File: config.mk
export PLATFORM = sky130hd
export DESIGN_NAME = dimension_parser
export DESIGN_NICKNAME = d
export VERILOG_FILES = /design/src/rtl/dimension_parser_pkg.sv /design/src/rtl/decimal_accumulator.sv /design/src/rtl/dimension_parser.sv
export SDC_FILE = /design/constraint.sdc
export NUM_CORES = 1
export LEC_CHECK = 0
export CORE_MARGIN = 2
export CORE_UTILIZATION = 53
export CTS_CLUSTER_SIZE = 16
export DETAILED_ROUTE_END_ITERATION = 12
export GPL_TIMING_DRIVEN = 0
export PLACE_DENSITY = 0.85
export SYNTH_ARGS = -nofsm -noshare
export SYNTH_HDL_FRONTEND = slang
export SYNTH_SLANG_ARGS = --single-unit
File: constraint.sdc
create_clock -name clk -period 3.7 [get_ports clk]
set_clock_uncertainty 0.05 [all_clocks]
set_input_delay 0.74 -clock clk [delete_from_list [all_inputs] [get_ports clk]]
set_output_delay 0.74 -clock clk [all_outputs]
set_load 0.02 [all_outputs]
File: src/rtl/dimension_parser_pkg.sv
// Shared types and ASCII constants for the puzzle-input byte parsers.
package dimension_parser_pkg;

  localparam int unsigned DEFAULT_SIZE_WIDTH        = 8;
  localparam int unsigned DEFAULT_ERROR_COUNT_WIDTH = 16;

  typedef logic [DEFAULT_SIZE_WIDTH-1:0] size_t;

  localparam logic [7:0] ASCII_ZERO = 8'h30;
  localparam logic [7:0] ASCII_NINE = 8'h39;
  localparam logic [7:0] ASCII_X    = 8'h78;
  localparam logic [7:0] ASCII_LF   = 8'h0A;
  localparam logic [7:0] ASCII_CR   = 8'h0D;

  typedef enum logic [1:0] {
    PARSE_LENGTH = 2'd0,
    PARSE_WIDTH  = 2'd1,
    PARSE_HEIGHT = 2'd2,
    SKIP_LINE    = 2'd3
  } parse_state_t;

  function automatic logic is_ascii_digit(input logic [7:0] b);
    return (b >= ASCII_ZERO) && (b <= ASCII_NINE);
  endfunction

endpackage

File: src/rtl/decimal_accumulator.sv
// Decimal digit accumulator: acc <= acc*10 + digit, with overflow flagged on the full-width result.
module decimal_accumulator #(
  parameter int unsigned WIDTH = 8
) (
  input  logic             clk,
  input  logic             rst,
  input  logic             clear,
  input  logic             digit_valid,
  input  logic [3:0]       digit_value,
  output logic [WIDTH-1:0] acc,
  output logic             digit_seen,
  output logic             overflow_c
);

  localparam int unsigned PROD_WIDTH = WIDTH + 4;

  logic [PROD_WIDTH-1:0] product_c;

  // acc*10+9 always fits in WIDTH+4 bits, so the upper bits expose overflow exactly.
  assign product_c  = PROD_WIDTH'(acc) * PROD_WIDTH'(10) + PROD_WIDTH'(digit_value);
  assign overflow_c = digit_valid && (product_c[PROD_WIDTH-1:WIDTH] != '0);

  always_ff @(posedge clk) begin
    if (rst) begin
      acc        <= '0;
      digit_seen <= 1'b0;
    end else if (clear) begin
      acc        <= '0;
      digit_seen <= 1'b0;
    end else if (digit_valid) begin
      acc        <= product_c[WIDTH-1:0];
      digit_seen <= 1'b1;
    end
  end

endmodule

File: src/rtl/dimension_parser.sv
// Parses "LxWxH\n" ASCII lines into (length, width, height) tuples; drops and counts bad lines.
module dimension_parser
  import dimension_parser_pkg::*;
#(
  parameter int unsigned SIZE_WIDTH        = DEFAULT_SIZE_WIDTH,
  parameter int unsigned ERROR_COUNT_WIDTH = DEFAULT_ERROR_COUNT_WIDTH
) (
  input  logic                         clk,
  input  logic                         rst,
  input  logic                         inbound_valid,
  input  logic [7:0]                   inbound_data,
  output logic                         size_valid,
  output logic [SIZE_WIDTH-1:0]        length,
  output logic [SIZE_WIDTH-1:0]        width,
  output logic [SIZE_WIDTH-1:0]        height,
  output logic [ERROR_COUNT_WIDTH-1:0] error_count
);

  parse_state_t state, next_state;

  logic                  is_digit, is_x, is_lf, is_cr, in_parse;
  logic [3:0]            digit_value;
  logic [SIZE_WIDTH-1:0] acc;
  logic                  digit_seen, overflow_c;
  logic                  acc_clear, acc_digit, latch_len, latch_wid, commit, err_inc;
  logic [SIZE_WIDTH-1:0] len_q, wid_q;

  assign is_digit    = is_ascii_digit(inbound_data);
  assign is_x        = (inbound_data == ASCII_X);
  assign is_lf       = (inbound_data == ASCII_LF);
  assign is_cr       = (inbound_data == ASCII_CR);
  assign in_parse    = (state != SKIP_LINE);
  assign digit_value = 4'(inbound_data - ASCII_ZERO);

  decimal_accumulator #(.WIDTH(SIZE_WIDTH)) u_acc (
    .clk         (clk),
    .rst         (rst),
    .clear       (acc_clear),
    .digit_valid (acc_digit),
    .digit_value (digit_value),
    .acc         (acc),
    .digit_seen  (digit_seen),
    .overflow_c  (overflow_c)
  );

  always_ff @(posedge clk) begin
    if (rst) state <= PARSE_LENGTH;
    else     state <= next_state;
  end

  always_comb begin
    next_state = state;
    if (inbound_valid) begin
      if (state == SKIP_LINE) begin
        if (is_lf) next_state = PARSE_LENGTH;
      end else if (is_lf) begin
        next_state = PARSE_LENGTH;
      end else if (is_digit) begin
        if (overflow_c) next_state = SKIP_LINE;
      end else if (is_x) begin
        if (digit_seen && state == PARSE_LENGTH)     next_state = PARSE_WIDTH;
        else if (digit_seen && state == PARSE_WIDTH) next_state = PARSE_HEIGHT;
        else                                         next_state = SKIP_LINE;
      end else if (!is_cr) begin
        next_state = SKIP_LINE;
      end
    end
  end

  // Per-byte datapath controls; an empty line in PARSE_LENGTH raises no error.
  always_comb begin
    acc_digit = 1'b0;
    latch_len = 1'b0;
    latch_wid = 1'b0;
    commit    = 1'b0;
    err_inc   = 1'b0;
    if (inbound_valid) begin
      acc_digit = in_parse && is_digit;
      latch_len = (state == PARSE_LENGTH) && is_x && digit_seen;
      latch_wid = (state == PARSE_WIDTH) && is_x && digit_seen;
      commit    = (state == PARSE_HEIGHT) && is_lf && digit_seen;
      err_inc   = is_lf && ((state == SKIP_LINE) ||
                            (state == PARSE_LENGTH && digit_seen) ||
                            (state == PARSE_WIDTH) ||
                            (state == PARSE_HEIGHT && !digit_seen));
    end
    acc_clear = latch_len || latch_wid || (inbound_valid && is_lf);
  end

  // Fields are staged internally so the outputs only move together with the strobe.
  always_ff @(posedge clk) begin
    if (rst) begin
      len_q       <= '0;
      wid_q       <= '0;
      length      <= '0;
      width       <= '0;
      height      <= '0;
      size_valid  <= 1'b0;
      error_count <= '0;
    end else begin
      size_valid <= commit;
      if (latch_len) len_q <= acc;
      if (latch_wid) wid_q <= acc;
      if (commit) begin
        length <= len_q;
        width  <= wid_q;
        height <= acc;
      end
      if (err_inc && (error_count != {ERROR_COUNT_WIDTH{1'b1}}))
        error_count <= error_count + ERROR_COUNT_WIDTH'(1);
    end
  end

endmodule

==> reports/qor.csv, run 1 <==
stage,metric,value,unit
outcome,status,"finished, final reports clean",
global_routing,Overflow after GRT,0,
cells_and_area,Filler cells,442,
synth,share of the synthesized area in the top cell type,0.424,
worst_setup_path,Worst EP arrival,3.18,ns
cells_and_area,Final Cell Area,0.00406,mm²
min_path,hold_sp,length[1]$_SDFFE_PP0P_,
sta,period utilization,0.808,
placed_design,port buffer count,50,
synth,Mean Syn Cell Area,8.88,µm²
worst_setup_path,"reg-to-reg slack, setup",0.71,ns
sta,Max transition margin,0.551,
route,via/cell ratio,5.46,
route,drt wl/cell,14.2,µm
synth,Cells after Synth,362,
cts,worst skew pair latency,0.34,ns
worst_setup_path,FF-to-FF End,state[1]$_SDFFE_PP0P_,
route,Post-DRT Antenna Nets,0,
synth,Async SR Flop Fraction,0,
sta,Least-Margin Pin Slew,0.665,ns
cts,# clock sinks,68,
route,drt drc,0,
worst_setup_path,worst-path fanout max,6,
cts,"Reg clk slew, reported paths",0.07,ns
synth,#FFs+latches synth,68,
sta,unrepaired setup endpoints after global routing,false,
worst_setup_path,worst reg2reg path startpoint,u_acc.acc[3]$_SDFFE_PP0P_,
worst_setup_path,CP Capture Type,flop,
sta,final hold violation count,0,
sta,"Slew Viols, Final",0,
power,Cell Pwr Density,384,mW/mm²
cts,TritonCTS Buffers,9,
worst_setup_path,critical path class,reg2reg,
cts,CTS Buffer Depth,2,
route,total routed wirelength,7150,µm
power,P_leak,1.55,nW
placed_design,RD Place Congestion,0.919,
synth,synth cell count leaders,"68 x dfxtp_1, 60 x nand2_1, 49 x nor2_1, 32 x a21oi_1, 19 x mux2i_1",
synth,Post-Syn Area,0.00321,mm²
synth,sequential-to-total area share from yosys stat,0.424,
global_routing,first-pass GRT wire length,11700,µm
worst_setup_path,startpoint types,flop,
route,Iter 0 DRT Violations,90,
sta,Period minus WS final,2.99,ns
min_path,Worst Hold Path Cells,2,
cts,# resized after CTS,0,
run,max capacitance violation total,0,
global_routing,initial antenna violation count,0,
synth,"EDFF count, synth",0,
sta,Hold Slack,0.403,ns
floorplanning,die width,81.9,µm
floorplanning,DIE AREA,0.00670,mm²
cells_and_area,layout cells sized above 1,0.0748,
global_routing,all-layer global routing usage,0.231,
global_routing,largest net degree at the start of global routing,12,
cells_and_area,n_diodes,0,
synth,top-count cell post-synth,dfxtp_1,
floorplanning,Initial Utilization,0.546,
cells_and_area,nets,452,
worst_setup_path,worst r2r path cells,9,
route,via count,2744,
worst_setup_path,Critical Path RT,3.88,ns
sta,fmax,334,MHz
synth,Main synth FF type,dfxtp_1,
cells_and_area,Reg area,0.00136,mm²
route,Pre-antenna DRT Iters,4,
floorplanning,# rows,28,
cts,cts hold-fix bufs,0,
cts,CTS tree,done,
synth,Netlist cell types,45,
synth,Synth area leader,dfxtp_1,
min_path,Worst Hold Class,reg2reg,
placed_design,Detailed Place HPWL,5120,µm
sta,setup TNS,0,ns
min_path,hold endpoint,length[1]$_SDFFE_PP0P_,
synth,largest cells by area after synthesis,"dfxtp_1 42%, nand2_1 7.0%, ha_1 6.2%",
placed_design,Area after DPL,0.00381,mm²
cts,post-CTS setup buffers,0,
cts,H-tree levels,3,
global_routing,vias in the first global route,2533,
synth,Synth Net Count,391,
cells_and_area,"Area growth, synth to finish",26.3,%
synth,Yosys warnings,0,
floorplanning,die height,81.9,µm
power,VDD IR max,0.295,mV
floorplanning,Ports,52,
cells_and_area,Multi-input gate area,0.00175,mm²
cts,clk root buf,clkbuf_8,
floorplanning,Core Area,0.00589,mm²
sta,"Setup violations, final",0,
## critical path: stages (launching register included)
cell	delay [ns]
dfxtp_1	0.47
ha_1	0.29
ha_1	0.23
fa_1	0.54
nand2_1	0.08
nor2_1	0.12
nand2b_1	0.11
o311ai_0	0.62
nand4b_1	0.18
and3_1	0.19
## how the worst max path moves through the flow
stage | start | slack [ns] | end | cells after the start
2_1_floorplan | u_acc.acc[1]$_SDFFE_PP0P_ | 1.14 | state[0]$_SDFFE_PP0P_ | 9
3_3_place_gp | inbound_data[2] | 0.69 | state[1]$_SDFFE_PP0P_ | 8
3_5_place_dp | inbound_data[2] | 0.54 | state[1]$_SDFFE_PP0P_ | 8
4_1_cts | u_acc.acc[3]$_SDFFE_PP0P_ | 0.68 | state[1]$_SDFFE_PP0P_ | 9
5_1_grt | u_acc.acc[1]$_SDFFE_PP0P_ | 0.52 | state[1]$_SDFFE_PP0P_ | 9
6_report | u_acc.acc[3]$_SDFFE_PP0P_ | 0.71 | state[1]$_SDFFE_PP0P_ | 9
## report_power, final
| part | switching (mW) | leakage [nW] | internal, mW |
|---|---|---|---|
| clock network | 0.277 | 0.127 | 0.484 |
| registers | 0.00613 | 0.548 | 0.735 |
| logic | 0.0318 | 0.879 | 0.0265 |
## metrics by stage
step	setup slack (ns)	cells	util	total power, mW
2_1_floorplan	1.14	362	-	0.790
3_3_place_gp	0.690	487	0.647	0.813
3_5_place_dp	0.535	487	0.647	0.815
4_1_cts	0.675	503	0.690	1.57
5_1_grt	0.517	503	0.690	1.60
6_report	0.709	503	0.690	1.56
## metal layers
| metal | global-route usage | wire (µm) | up-vias |
|---|---|---|---|
| met5 | 0 | 0 | - |
| met3 | 0.0505 | 346 | 10 |
| li1 | - | - | 1365 |
| met1 | 0.289 | 3130 | 1293 |
| met4 | 0.0950 | 117 | 0 |
| met2 | 0.382 | 3560 | 76 |
## sequential cells by signal, summed over array words and instances, names as in the netlist
register,cells
error_count,16
height,8
len_q,8
length,8
size_valid,1
state,2
u_acc.acc,8
u_acc.digit_seen,1
wid_q,8
width,8
## logic make-up (layout without fill, tap and decap cells)
logic type      after synthesis  after routing  synth area share
fa+ha+maj                    18             18            0.0747
flops                        68             68             0.424
compound gates               55             55             0.118
buf+inv                      25             91            0.0335
mux                          19             19            0.0592
xor+xnor                     22             22            0.0599
simple gates                155            155             0.231
## area by class of cell
class,count,share of cell area
repair buffers,50,0.123
multi-input cells,269,0.430
plain buffers,16,0.0182
well taps,75,0.0231
clock buffers,12,0.0382
flip-flops and latches,68,0.335
inverters,9,0.00832
clock inverters,4,0.0234
## placed cells by master, fill, tap and decap left out, types with 4 or more instances in the layout
master	instances
nand2_1	60
nor2_1	49
nand4_1	7
dfxtp_1	68
clkbuf_1	13
xnor2_1	10
inv_1	9
nand3_1	12
clkdlybuf4s50_1	50
mux2i_1	19
ha_1	16
and3_1	4
a21oi_1	32
a21o_1	5
xor2_1	12
clkbuf_8	12
Power figures use the tool's default switching activity.
==> run 2: changes to the inputs <==
Settings changed: CORE_UTILIZATION 53 to 48, PLACE_DENSITY 0.85 to 0.82.
Clock period 3.7 ns to 2.5 ns, I/O delays scaled along.
==> run 2 against run 1 <==
Net effect:
- the flow now finishes with violations (DRC, setup timing)
- global-route usage fell by 1.2 points
- sequential cell count is the same
- cell count rose by 2.2%
- count of clock-buffer cells in the layout decreased by 1
- critical path type unchanged
==> reports/qor.csv, run 2 (synthesis results as in run 1) <==
stage,metric,value,unit,change
outcome,status,"complete, but fails checks",,"was finished, final reports clean"
outcome,failing checks,"DRC, setup timing",,
worst_setup_path,CP bufs+invs,0,,unchanged
route,via count,2803,,was 2744
sta,fmax,395,MHz,was 334 MHz
power,Switching Power,0.483,mW,was 0.315 mW
global_routing,initial antenna violation count,0,,unchanged
worst_setup_path,startpoint types,flop,,unchanged
cts,# clock sinks,68,,unchanged
worst_setup_path,Worst EP arrival,2.77,ns,was 3.18 ns
power,P_leak,1.57,nW,was 1.55 nW
cells_and_area,"most common cell after layout, fill and taps aside",dfxtp_1,,unchanged
cells_and_area,Filler cells,514,,was 442
global_routing,Overflow after GRT,0,,unchanged
sta,"Slew Viols, Final",0,,unchanged
sta,unrepaired setup endpoints after global routing,true,,was false
route,drt wl/cell,14.8,µm,was 14.2 µm
worst_setup_path,slowest stage cell on the critical path,or4b_4,,was o311ai_0
cells_and_area,n_diodes,0,,unchanged
worst_setup_path,Levels on crit path,9,,unchanged
placed_design,RD Place Congestion,0.829,,was 0.919
route,drt drc,4,,was 0
floorplanning,Ports,52,,unchanged
cells_and_area,"Area growth, synth to finish",30.0,%,was 26.3%
route,Pre-antenna DRT Iters,8,,was 4
cts,worst skew pair latency,0.35,ns,was 0.34 ns
floorplanning,Initial Utilization,0.500,,was 0.546
global_routing,all-layer global routing usage,0.218,,was 0.231
power,Reg power frac,0.546,,was 0.475
sta,Max transition margin,0.610,,was 0.551
cts,TritonCTS Buffers,9,,unchanged
route,Iter 0 DRT Violations,130,,was 90
power,Clk pwr share,0.407,,was 0.488
worst_setup_path,CP Capture Type,flop,,unchanged
cells_and_area,layout cells sized above 1,0.137,,was 0.0748
worst_setup_path,Critical Path Start,u_acc.acc[3]$_SDFFE_PP0P_,,unchanged
floorplanning,DIE AREA,0.00737,mm²,was 0.00670 mm²
worst_setup_path,worst reg2reg path startpoint,u_acc.acc[3]$_SDFFE_PP0P_,,unchanged
min_path,Worst Hold Class,reg2reg,,unchanged
power,VDD IR max,0.211,mV,was 0.295 mV
placed_design,port buffer count,50,,unchanged
cells_and_area,max reg flops,16,,unchanged
floorplanning,Core Area,0.00642,mm²,was 0.00589 mm²
power,sw frac,0.242,,was 0.202
run,max capacitance violation total,0,,unchanged
worst_setup_path,Top Family by Delay on Critical Path,simple AND/OR/NAND/NOR gates,,was adder cells
cts,"Reg clk slew, reported paths",0.07,ns,about the same
sta,Least-Margin Pin Slew,0.584,ns,was 0.665 ns
worst_setup_path,worst r2r path cells,9,,unchanged
sta,Period minus WS final,2.53,ns,was 2.99 ns
worst_setup_path,critical path class,reg2reg,,unchanged
placed_design,Area after DPL,0.00381,mm²,about the same
worst_setup_path,CP Capture Point,state[1]$_SDFFE_PP0P_,,unchanged
global_routing,vias in the first global route,2724,,was 2533
worst_setup_path,CP most frequent cell,ha_4,,was ha_1
cells_and_area,"commonest non-fill, non-tap cells in the layout","62 x dfxtp_1, 59 x nand2_1, 50 x clkdlybuf4s50_1",,"was 68 x dfxtp_1, 60 x nand2_1, 50 x clkdlybuf4s50_1"
cts,CTS tree,done,,unchanged
floorplanning,# rows,29,,was 28
global_routing,first-pass GRT wire length,12600,µm,was 11700 µm
cts,cts hold-fix bufs,0,,unchanged
cts,CTS Buffer Depth,2,,unchanged
route,Post-DRT Antenna Nets,0,,unchanged
worst_setup_path,Critical Path RT,2.74,ns,was 3.88 ns
worst_setup_path,worst-path fanout max,3,,was 6
route,via/cell ratio,5.45,,was 5.46
cells_and_area,Final Cell Area,0.00418,mm²,was 0.00406 mm²
cells_and_area,final core utilization,0.651,,was 0.690
sta,setup TNS,-0.0380,ns,was 0 ns
min_path,hold_sp,length[1]$_SDFFE_PP0P_,,unchanged
placed_design,Detailed Place HPWL,5300,µm,was 5120 µm
cts,H-tree levels,3,,unchanged
sta,period utilization,1.01,,was 0.808
power,Cell Pwr Density,478,mW/mm²,was 384 mW/mm²
power,internal power,1.51,mW,was 1.25 mW
worst_setup_path,CP Cell Sequence,"ha_4, ha_4, fa_2, a21o_1, a21oi_2, xnor2_2, or4b_4, nand4b_1, and3_1",,"was ha_1, ha_1, fa_1, nand2_1, nor2_1, nand2b_1, o311ai_0, nand4b_1, and3_1"
route,total routed wirelength,7580,µm,was 7150 µm
cells_and_area,Top reg by flops,error_count,,unchanged
power,Comb pwr share,0.046,,was 0.037
worst_setup_path,Critical Path Max Stage Delay,0.51,ns,was 0.62 ns
floorplanning,die width,85.8,µm,was 81.9 µm
sta,final hold violation count,0,,unchanged
sta,Final WS setup,-0.0314,ns,was 0.709 ns
worst_setup_path,FF-to-FF End,state[1]$_SDFFE_PP0P_,,unchanged
floorplanning,die height,85.8,µm,was 81.9 µm
cells_and_area,nets,461,,was 452
global_routing,largest net degree at the start of global routing,13,,was 12
sta,"Setup violations, final",2,,was 0
cts,clk root buf,clkbuf_8,,unchanged
worst_setup_path,"reg-to-reg slack, setup",-0.03,ns,was 0.71 ns
run 2: how the worst min path moves through the flow:
stage / end / slack [ns] / cells after the start
2_1_floorplan: width[0]$_SDFFE_PP0P_ / 0.38 / 2
3_3_place_gp: width[0]$_SDFFE_PP0P_ / 0.39 / 2
3_5_place_dp: width[1]$_SDFFE_PP0P_ / 0.40 / 2
4_1_cts: width[4]$_SDFFE_PP0P_ / 0.40 / 2
5_1_grt: width[5]$_SDFFE_PP0P_ / 0.43 / 2
6_report: length[1]$_SDFFE_PP0P_ / 0.40 / 2
run 2: cell type report:
type	count	area, µm²	share of cell area
Buffer	16	73.8	0.0177
Clock buffer	11	141	0.0338
Clock inverter	5	37.5	0.00898
Inverter	9	33.8	0.00808
Multi-Input combinational cell	269	1850	0.442
Sequential cell	68	1380	0.331
Tap cell	77	96.3	0.0231
Timing Repair Buffer	59	568	0.136
run 2: per-layer routing:
layer | track usage | vias up | wire length (µm)
li1 | - | 1379 | -
met1 | 0.260 | 1344 | 3300
met2 | 0.378 | 62 | 3790
met3 | 0.0346 | 18 | 284
met4 | 0.113 | 0 | 205
met5 | 0 | - | 0
run 2: what timing repair did:
| action | in CTS | in global routing |
|---|---|---|
| pin swaps | 12 | 6 |
| gates cloned | 0 | 0 |
| buffers inserted | 7 | 2 |
| endpoints found under the setup margin | 2 | 4 |
| endpoints found under the hold margin | 0 | 0 |
| gates resized for setup | 22 | 5 |
run 2: power by group through the flow:
stage / sequential [mW] / clock [mW] / combinational [mW]
6_report: 1.09 / 0.813 / 0.0928
5_1_grt: 1.09 / 0.869 / 0.102
4_1_cts: 1.09 / 0.811 / 0.0913
3_5_place_dp: 1.12 / 0 / 0.0850
3_3_place_gp: 1.12 / 0 / 0.0826
2_1_floorplan: 1.12 / 0 / 0.0515
run 2: worst reg2reg max path: stages, from the launching register on:
cell and delay, ns:
dfxtp_4 0.36, ha_4 0.24, ha_4 0.16, fa_2 0.37, a21o_1 0.22, a21oi_2 0.20
xnor2_2 0.09, or4b_4 0.51, nand4b_1 0.12, and3_1 0.15
run 2: per-stage QoR:
stage | instances | power (mW) | worst slack (ns) | hold WS (ns)
2_1_floorplan | 362 | 1.17 | -0.0154 | 0.381
3_3_place_gp | 489 | 1.20 | -0.220 | 0.394
3_5_place_dp | 489 | 1.21 | -0.270 | 0.395
4_1_cts | 512 | 1.99 | -0.0308 | 0.405
5_1_grt | 514 | 2.06 | -0.102 | 0.427
6_report | 514 | 2.00 | -0.0314 | 0.404
==> run 3: changes to the inputs <==
--- a/config.mk
+++ b/config.mk
@@ -11,4 +11,5 @@
 export DETAILED_ROUTE_END_ITERATION = 12
 export GPL_TIMING_DRIVEN = 0
+export MAX_ROUTING_LAYER = met4
 export PLACE_DENSITY = 0.82
 export SYNTH_ARGS = -nofsm -noshare
==> constraint.sdc (replaced) <==
create_clock -name clk -period 2.5 [get_ports clk]
set_clock_uncertainty 0.05 [all_clocks]
set_input_delay 0.375 -clock clk [delete_from_list [all_inputs] [get_ports clk]]
set_output_delay 0.375 -clock clk [all_outputs]
set_load 0.02 [all_outputs]
==> run 3 against run 2 <==
Net effect:
- via count down 0.71%
- die area unchanged
- critical endpoint unchanged
- the flow still finishes with violations (DRC, setup timing)
- hold slack worse by 0.068 ns
- wire length down 0.69%
- worst setup slack worse by 0.0025 ns
- core utilization down 0.18 points
- sequential cell count unchanged
==> reports/qor.csv, run 3 (synthesis results as in run 1) <==
stage,metric,value,unit,change
sta,"Slew Viols, Final",0,,unchanged
worst_setup_path,critical path class,reg2reg,,unchanged
cells_and_area,"commonest non-fill, non-tap cells in the layout","62 x dfxtp_1, 59 x nand2_1, 50 x clkdlybuf4s50_1",,unchanged
cts,"Reg clk slew, reported paths",0.07,ns,about the same
worst_setup_path,worst reg2reg path startpoint,u_acc.acc[2]$_SDFFE_PP0P_,,was u_acc.acc[3]$_SDFFE_PP0P_
cells_and_area,layout cells sized above 1,0.137,,unchanged
sta,final hold violation count,0,,unchanged
worst_setup_path,CP Cell Sequence,"ha_1, ha_1, a21o_1, a21oi_2, xor2_2, or4b_4, nand4b_1, and3_1",,"was ha_4, ha_4, fa_2, a21o_1, a21oi_2, xnor2_2, or4b_4, nand4b_1, and3_1"
cts,# clock sinks,68,,unchanged
global_routing,first-pass GRT wire length,12600,µm,about the same
worst_setup_path,CP most frequent cell,ha_1,,was ha_4
floorplanning,die height,85.8,µm,unchanged
worst_setup_path,Worst EP arrival,2.77,ns,about the same
floorplanning,Initial Utilization,0.500,,unchanged
global_routing,initial antenna violation count,0,,unchanged
cts,worst skew pair latency,0.35,ns,about the same
sta,Least-Margin Pin Slew,0.582,ns,was 0.584 ns
sta,fmax,395,MHz,about the same
global_routing,Overflow after GRT,0,,unchanged
global_routing,vias in the first global route,2712,,was 2724
min_path,hold endpoint,state[1]$_SDFFE_PP0P_,,was length[1]$_SDFFE_PP0P_
sta,period utilization,1.01,,about the same
min_path,Worst Hold Class,in2reg,,was reg2reg
route,Pre-antenna DRT Iters,11,,was 8
cells_and_area,Filler cells,514,,unchanged
cts,CTS tree,done,,unchanged
worst_setup_path,CP bufs+invs,0,,unchanged
sta,setup TNS,-0.0409,ns,was -0.0380 ns
route,Post-DRT Antenna Nets,0,,unchanged
placed_design,RD Place Congestion,0.841,,was 0.829
worst_setup_path,FF-to-FF End,state[1]$_SDFFE_PP0P_,,unchanged
placed_design,port buffer count,50,,unchanged
cts,CTS Buffer Depth,2,,unchanged
min_path,hold_sp,rst,,was length[1]$_SDFFE_PP0P_
cells_and_area,"Area growth, synth to finish",29.7,%,was 30.0%
global_routing,all-layer global routing usage,0.225,,was 0.218
global_routing,largest net degree at the start of global routing,13,,unchanged
route,drt drc,4,,unchanged
cells_and_area,n_diodes,0,,unchanged
worst_setup_path,worst-path fanout max,5,,was 3
cts,H-tree levels,3,,unchanged
route,total routed wirelength,7530,µm,was 7580 µm
worst_setup_path,slowest stage cell on the critical path,or4b_4,,unchanged
worst_setup_path,"reg-to-reg slack, setup",-0.03,ns,about the same
worst_setup_path,CP Capture Type,flop,,unchanged
sta,"Setup violations, final",2,,unchanged
cells_and_area,Top reg by flops,error_count,,unchanged
cts,clk root buf,clkbuf_8,,unchanged
sta,Hold Slack,0.336,ns,was 0.404 ns
power,VDD IR max,0.211,mV,about the same
cells_and_area,final core utilization,0.649,,was 0.651
route,drt wl/cell,14.7,µm,was 14.8 µm
outcome,failing checks,"DRC, setup timing",,unchanged
sta,unrepaired setup endpoints after global routing,true,,unchanged
run,max capacitance violation total,0,,unchanged
floorplanning,Ports,52,,unchanged
sta,Max transition margin,0.612,,was 0.610
power,P_leak,1.57,nW,about the same
cts,cts hold-fix bufs,0,,unchanged
cells_and_area,nets,461,,unchanged
min_path,Worst Hold Path Cells,3,,was 2
cells_and_area,"most common cell after layout, fill and taps aside",dfxtp_1,,unchanged
route,via/cell ratio,5.41,,was 5.45
worst_setup_path,Top Family by Delay on Critical Path,simple AND/OR/NAND/NOR gates,,unchanged
route,Iter 0 DRT Violations,148,,was 130
sta,Period minus WS final,2.53,ns,about the same
cts,TritonCTS Buffers,9,,unchanged
worst_setup_path,worst r2r path cells,8,,was 9
route,via count,2783,,was 2803
sta,Final WS setup,-0.0339,ns,was -0.0314 ns
worst_setup_path,startpoint types,flop,,unchanged
worst_setup_path,Critical Path RT,2.74,ns,about the same
worst_setup_path,Critical Path Max Stage Delay,0.58,ns,was 0.51 ns
placed_design,Detailed Place HPWL,5300,µm,unchanged
floorplanning,DIE AREA,0.00737,mm²,unchanged
cells_and_area,max reg flops,16,,unchanged
power,Cell Pwr Density,479,mW/mm²,was 478 mW/mm²
floorplanning,Core Area,0.00642,mm²,unchanged
outcome,status,"complete, but fails checks",,unchanged
floorplanning,die width,85.8,µm,unchanged
floorplanning,# rows,29,,unchanged
run 3: worst max-delay path by stage:
stage / cells after the start / to / slack, ns / start
2_1_floorplan: 9 / state[0]$_SDFFE_PP0P_ / -0.02 / u_acc.acc[1]$_SDFFE_PP0P_
4_1_cts: 9 / state[1]$_SDFFE_PP0P_ / -0.03 / u_acc.acc[3]$_SDFFE_PP0P_
6_report: 8 / state[1]$_SDFFE_PP0P_ / -0.03 / u_acc.acc[2]$_SDFFE_PP0P_
3_3_place_gp: 9 / state[1]$_SDFFE_PP0P_ / -0.22 / u_acc.acc[3]$_SDFFE_PP0P_
5_1_grt: 9 / state[1]$_SDFFE_PP0P_ / -0.10 / u_acc.acc[3]$_SDFFE_PP0P_
3_5_place_dp: 9 / state[0]$_SDFFE_PP0P_ / -0.27 / u_acc.acc[1]$_SDFFE_PP0P_
run 3: stage by stage:
| stage | instances | setup WS, ns | power [mW] | cell area, µm² |
|---|---|---|---|---|
| after floorplan | 362 | -0.0154 | 1.17 | 3220 |
| after global placement | 489 | -0.220 | 1.20 | 3810 |
| after detailed placement | 489 | -0.270 | 1.21 | 3810 |
| after CTS | 512 | -0.0308 | 1.99 | 4140 |
| after global routing | 514 | -0.102 | 2.07 | 4170 |
| final | 514 | -0.0339 | 2.00 | 4170 |
run 3: layout make-up:
cell class	count	area, µm²	area share
clock buffer	11	141	0.0339
tap	77	96.3	0.0231
clock inverter	5	37.5	0.00901
sequential	68	1380	0.331
inverter	9	33.8	0.00811
timing repair buffer	59	568	0.136
multi-input combinational	269	1840	0.440
buffer	16	73.8	0.0177
run 3: worst reg2reg max path, stage by stage (launching register included):
cell      delay, ns
dfxtp_4        0.37
ha_1           0.33
ha_1           0.31
a21o_1         0.20
a21oi_2        0.21
xor2_2         0.15
or4b_4         0.58
nand4b_1       0.12
and3_1         0.15
run 3: where the power goes:
| part | switching, mW | internal [mW] |
|---|---|---|
| registers | 0.00897 | 1.08 |
| logic | 0.0499 | 0.0429 |
| clock network | 0.426 | 0.388 |
| total | 0.485 | 1.51 |
run 3: layer usage:
layer / track usage / vias to the layer above / wire, µm
li1: - / 1379 / -
met1: 0.261 / 1312 / 3250
met2: 0.377 / 73 / 3750
met3: 0.0462 / 19 / 311
met4: 0.0996 / 0 / 219
met5: - / - / 0
run 3: timing repair:
| item | in CTS | in global routing |
|---|---|---|
| setup endpoints to repair | 2 | 2 |
| pin swaps | 12 | 5 |
| setup buffers | 7 | 2 |
| resized for setup | 22 | 4 |
